===== src/rtl/plic_irq_gateway.sv =====
// plic_irq_gateway: conditions raw device interrupt lines into PLIC requests.
// Each source is synchronised, glitch-filtered, then presented either as a
// level or as a counted sequence of edge requests. Each edge request is retired
// by snooping the PLIC claim/complete write on the MMIO bus.
module plic_irq_gateway #(
    parameter int                   N_INT_SRC = 32,
    parameter int                   N_HARTS   = 1,
    parameter logic [N_INT_SRC-1:0] EDGE_MASK = '0,
    parameter int                   FILT_CYC  = 3,
    parameter int                   W_CNT     = 4
) (
    input  logic                 CLK,
    input  logic                 RST_X,
    input  logic [N_INT_SRC-1:0] w_raw_irq,
    input  logic [29:0]          w_offset,
    input  logic                 w_we,
    input  logic [31:0]          w_wdata,
    output logic [N_INT_SRC-1:0] w_int_src,
    output logic [N_INT_SRC-1:0] w_ovf
);

    localparam int FC_W = (FILT_CYC < 2) ? 1 : $clog2(FILT_CYC + 1);

    // The write is a completion if it hits the complete register of any context.
    logic cmpl_wr;

    // Decode a completion write to any of the snooped context complete registers.
    always_comb begin
        cmpl_wr = 1'b0;
        for (int h = 0; h < N_HARTS; h++) begin
            if (w_offset == 30'(32'h0020_0004 + 32'(h) * 32'h0000_1000)) begin
                cmpl_wr = 1'b1;
            end
        end
        cmpl_wr = cmpl_wr & w_we;
    end

    // When every source is level-sensitive the snoop path has no consumer.
    logic unused_snoop;
    assign unused_snoop = ^{cmpl_wr, w_wdata};

    for (genvar gi = 0; gi < N_INT_SRC; gi++) begin : g_src
        logic            s1_q, s2_q;
        logic            f_q, f_d;
        logic [FC_W-1:0] fc_q, fc_d;
        logic            f_rise;

        // Filter: a synchronised change must persist FILT_CYC cycles to be accepted.
        always_comb begin
            f_d  = f_q;
            fc_d = '0;
            if (s2_q != f_q) begin
                if (fc_q == FC_W'(FILT_CYC - 1)) begin
                    f_d = s2_q;
                end else begin
                    fc_d = fc_q + 1'b1;
                end
            end
        end

        assign f_rise = f_d & ~f_q;

        // Two-flop synchroniser followed by the filter state registers.
        always_ff @(posedge CLK or negedge RST_X) begin
            if (!RST_X) begin
                s1_q <= 1'b0;
                s2_q <= 1'b0;
                f_q  <= 1'b0;
                fc_q <= '0;
            end else begin
                s1_q <= w_raw_irq[gi];
                s2_q <= s1_q;
                f_q  <= f_d;
                fc_q <= fc_d;
            end
        end

        if (EDGE_MASK[gi]) begin : g_edge
            typedef enum logic [1:0] {IDLE, ASSERT, GAP} state_t;

            state_t           state_q;
            logic [W_CNT-1:0] cnt_q;
            logic             ovf_q;
            logic             req_q;
            logic             complete;
            logic             dec;

            assign complete = cmpl_wr && (w_wdata == 32'(gi + 1));
            assign dec      = (state_q == ASSERT) && complete;

            // Presentation FSM plus pending-edge counter; GAP forces one low cycle
            // after every completion so the PLIC sees a fresh request.
            always_ff @(posedge CLK or negedge RST_X) begin
                if (!RST_X) begin
                    state_q <= IDLE;
                    cnt_q   <= '0;
                    ovf_q   <= 1'b0;
                    req_q   <= 1'b0;
                end else begin
                    case (state_q)
                        IDLE: begin
                            if (cnt_q != '0) begin
                                state_q <= ASSERT;
                                req_q   <= 1'b1;
                            end
                        end
                        ASSERT: begin
                            if (complete) begin
                                state_q <= GAP;
                                req_q   <= 1'b0;
                            end
                        end
                        default: begin
                            state_q <= IDLE;
                            req_q   <= 1'b0;
                        end
                    endcase

                    if (f_rise && !dec) begin
                        if (&cnt_q) begin
                            ovf_q <= 1'b1;
                        end else begin
                            cnt_q <= cnt_q + 1'b1;
                        end
                    end else if (!f_rise && dec) begin
                        cnt_q <= cnt_q - 1'b1;
                    end
                end
            end

            assign w_int_src[gi] = req_q;
            assign w_ovf[gi]     = ovf_q;
        end else begin : g_level
            assign w_int_src[gi] = f_q;
            assign w_ovf[gi]     = 1'b0;
        end
    end

endmodule


===== config.mk =====
export PLATFORM = sky130hd
export DESIGN_NAME = plic_irq_gateway
export DESIGN_NICKNAME = d
export VERILOG_FILES = /design/src/rtl/plic_irq_gateway.sv
export SDC_FILE = /design/constraint.sdc
export NUM_CORES = 1
export LEC_CHECK = 0
export ABC_AREA = 0
export CAP_MARGIN = 20
export CORE_UTILIZATION = 48
export CTS_CLUSTER_DIAMETER = 60
export CTS_CLUSTER_SIZE = 12
export DETAILED_ROUTE_END_ITERATION = 8
export PLACE_DENSITY = 0.86
export SKIP_CTS_REPAIR_TIMING = 1
export SLEW_MARGIN = 15
export SYNTH_ARGS = -nofsm -noshare
export SYNTH_HDL_FRONTEND = slang
export SYNTH_SLANG_ARGS = --single-unit

===== constraint.sdc =====
create_clock -name CLK -period 1.23 [get_ports CLK]
set_input_delay 0.123 -clock CLK [delete_from_list [all_inputs] [get_ports CLK]]
set_output_delay 0.123 -clock CLK [all_outputs]
set_load 0.005 [all_outputs]

==> Word-level counts from Yosys, hierarchy flattened <==
Cells that the tools add are included.
{ "word_totals": {"register_bits": 160, "latch_bits": 0, "mem_bits_rw": 0, "romBits": 0, "input_bits": 97, "output_inout_bits": 64, "elab_cells": 320, "mem_count": 0} }
{ "classes": {"addsub": 32, "n_mul": 0, "div_mod_pow": 0, "n_lt_le_gt_ge": 0, "eq_ne": 64, "shifts": 0, "mux": 64, "bitwise": 0, "reduce_logical": 32} }
{ "op_table": {"columns": ["op", "count"], "rows": [
  ["2-to-1 mux 2 bit", 64],
  ["adder 2 x 1 -> 2 bit (second input constant)", 32],
  ["== test 2 bit (second input constant)", 32],
  ["AND reduction 2 bit", 32],
  ["!= test 1 bit", 32]
]} }

==> Depth between registers and ports, before layout <==
{ "depth": {"word_depth": 3, "mapped_depth": 2, "mapped_depth_nobuf": 2} }

==> Least setup slack after synthesis <==
Ideal clock, no wire load.
{ "synth_timing": {"path_type": "register to register", "startpoint": "register g_src[0].fc_q[0]", "endpoint": "register g_src[0].f_q", "setup_ns": 0.125, "t_arrival_ns": 0.788, "required_time_ns": 1.105, "path_slack_ns": 0.317, "path_stages_with_launch": 3, "path_buffers": 0, "period_less_slack_ns": 0.913, "path_cell_list": "dfrtp_1 nor2b_4 mux2_4"} }
{ "synth_between": {"elab_chain_cells": 2} }
{ "synth_rtl": {"columns": ["element", "line", "source"], "rows": [
  ["from (decl)", "45", "logic [FC_W-1:0] fc_q, fc_d;"],
  ["from (signal assigned)", "69", "fc_q <= '0;"],
  ["from (signal assigned)", "74", "fc_q <= fc_d;"],
  ["== test 2 bit", "53", "if (fc_q == FC_W'(FILT_CYC - 1)) begin"],
  ["AND reduction 2 bit (no line)", null, null],
  ["to (signal assigned)", "68", "f_q <= 1'b0;"],
  ["to (signal assigned)", "73", "f_q <= f_d;"],
  ["to (decl)", "44", "logic f_q, f_d;"]
]} }
Every way passes these cells.
A chain may end at the register's enable or synchronous reset.

==> Worst setup path after layout <==
{ "layout_timing": {"startpoint": "register g_src[6].f_q", "endpoint": "output port w_int_src[6]"} }
{ "layout_lines": {"columns": ["element", "line", "source"], "rows": [
  ["from (decl)", "44", null],
  ["from (signal assigned)", "68", null],
  ["from (signal assigned)", "73", null],
  ["to (decl)", "18", "output logic [N_INT_SRC-1:0] w_int_src,"]
]} }
No word-level cell between the ends.

==> out/qor.yml <==
outcome:
  status: "completed"
detailed_routing:
  postRouteAntennaNets: 0
  dr.pass1.iters: 4
  drcViolationCount: 0
  wl_per_cell_um: 13.8
  wl_um: 9070
  viasPerCell: 4.50
  drtIter0Drc: 160
  dr_total_vias: 2956
setup_path:
  rrSetupSlack_ps: 230
  cp_data_arrival_time_ps: 1000
  cp_max_fo: 3
  required_ps: 1110
  worstPathCellList: "dlymetal6s2s_1"
  critPathMaxStageDelay_ps: 410
  slowest_stage: "dfrtp_1"
  worst-path-buf-inv: 1
  critical_path_class: "register to output pin"
  reg2reg_depth: 3
  worst_setup_path_start_kind: "register"
  cp-end-kind: "output pin"
  rr_endpoint: "g_src[12].fc_q[0]$_DFF_PN0_"
  rr_startpoint: "g_src[12].f_q$_DFFE_PN0P_"
  critPathTopFamily: "flip-flops"
hold_path:
  worstHoldStart: "w_raw_irq[29]"
  min_to: "g_src[29].s1_q$_DFF_PN0_"
  hp-class: "input port to register"
  holdPathStages: 1
place:
  place_area_um2: 6660
  dp_slack_ps: 167
  dp_hpwl_um: 5890
  port_buffers: 65
  gp_congestion: 0.670
yosys:
  postSynthCellCount: 385
  syn_area_per_cell_um2: 15.8
  yosysSeqAreaShare: 0.657
  synth.distinct_cells: 8
  netlist_area_um2: 6090
  synth_seq_cells: 160
  yosys_warnings: 0
grt:
  grt_pass1_wl_um: 15000
  grtUsageMet2: 0.259
  grt.busiest_layer: "met2"
  grt_pass1_vias: 3131
  grt_max_degree: 43
  grt-ovfl-total: 0
  grtUsageMet3: 0.0582
  met1_usage: 0.174
  antenna_found_initial: 0
  grt_use_total: 0.154
sta:
  setup_viol: 0
  skew_ps: 6.93
  drv_slew: 0
  setup_ws_ps: 102
  fmax_ghz: 0.887
  fin_crit_ps: 1130
  rsz0062_at_grt: "false"
  finalHoldViolCount: 0
  finalCritPeriodShare: 0.917
cts:
  h-tree-depth: 4
  cts_sinks: 160
  tritoncts: "built"
  cts_buffer_depth: 2
  root_buffer: "clkbuf_16"
  cts_inserted_buffers: 17
  clock_latency_ps: 420
  path_clk_slew_ps: 60
floorplan:
  core_area_um2: 12200
  row_count: 40
  io_pins: 161
  fp.dieW_um: 115
  dieHeight_um: 115
  start_util: 0.499
  die_area_um2: 13100
finish:
  final_area_um2: 7610
  layout_commonest_cell: "dfrtp_1"
  finish.net_count: 573
  antenna_cells: 0
  syn_to_final_growth_pct: 25.0
  num-fill-cells: 891
  final_cell_mix: "160 x dfrtp_1, 36 x buf_4"
  final_layout_size_suffix_gt1_frac: 0.274
power:
  irDropWorstVdd_uv: 1490
  leakage_nw: 3.66
  power.density_nw_per_um2: 2490
  fin_total_pwr_w: 0.0189
flow_run:
  drv_cap: 0
[per-stage QoR]
step                      setup TNS, ps  hold slack [ps]  utilization  std cells
final                                 0              139        0.623        657
after global routing                  0              123        0.623        657
after detailed placement              0             38.0        0.546        590
after global placement                0             31.6        0.546        590
after floorplan                       0             -173            -        416
after CTS                         -7830             -410        0.595        622
[synth_stat cells, drive strengths merged]
| cell | n | share of area |
|---|---|---|
| mux2 | 32 | 0.079 |
| nor2b | 32 | 0.072 |
| buf | 64 | 0.079 |
| dfrtp | 160 | 0.66 |
| nor3b | 32 | 0.039 |
| conb | 1 | 0.00062 |
| xnor2 | 32 | 0.046 |
| nor3 | 32 | 0.026 |
[cells by family (layout without fill, tap and decap cells)]
logic type / Yosys count / count (layout) / share of synthesized area
DFF: 160 / 160 / 0.657
other: 1 / 32 / 0.000616
xor gates and xnor gates: 32 / 32 / 0.0460
buffers and inverters: 64 / 137 / 0.0789
and+or+nand+nor: 96 / 96 / 0.138
muxes: 32 / 32 / 0.0789
[power by group]
group	internal, W	switching, W	leakage [nW]	total, W
Clock	0.00326	0.00201	0.292	0.00526
Combinational	0.00377	0.00175	1.41	0.00552
Sequential	0.00680	0.00133	1.96	0.00813
Total	0.0138	0.00509	3.66	0.0189
[area by class of cell]
cell class	instances	area (um^2)	share of cell area
flip-flops and latches	160	4000	0.526
repair buffers	105	1070	0.141
clock buffers	24	502	0.0659
well taps	168	210	0.0276
multi-input cells	192	1720	0.226
clock inverters	8	103	0.0135
[registers in the layout (all words and copies together) (netlist names)]
register and cells:
g_src.f_q 32, g_src.s2_q 32, g_src.s1_q 32, g_src.fc_q 64
[how the worst max path moves through the flow]
stage	startpoint	cells past startpoint	slack (ps)	endpoint
after floorplan	g_src[0].fc_q[0]$_DFF_PN0_	2	320	g_src[0].f_q$_DFFE_PN0P_
after global placement	g_src[18].f_q$_DFFE_PN0P_	1	180	w_int_src[18]
after detailed placement	g_src[18].f_q$_DFFE_PN0P_	1	170	w_int_src[18]
after CTS	g_src[18].f_q$_DFFE_PN0P_	1	-290	w_int_src[18]
after global routing	g_src[6].f_q$_DFFE_PN0P_	1	60	w_int_src[6]
final	g_src[6].f_q$_DFFE_PN0P_	1	100	w_int_src[6]
[layer usage]
layer,vias to the layer above,wire length (um),part of all wire
met4,0,140,0.015
met2,66,4930,0.54
met1,1519,3590,0.40
met5,-,0,0
li1,1359,-,-
met3,12,413,0.046
[worst reg2reg max path, cell delays in order (launching register included)]
cell and delay, ps:
dfrtp_1 370, buf_4 140, xnor2_1 140, nor3_1 230
Power figures use the tool's default switching activity.
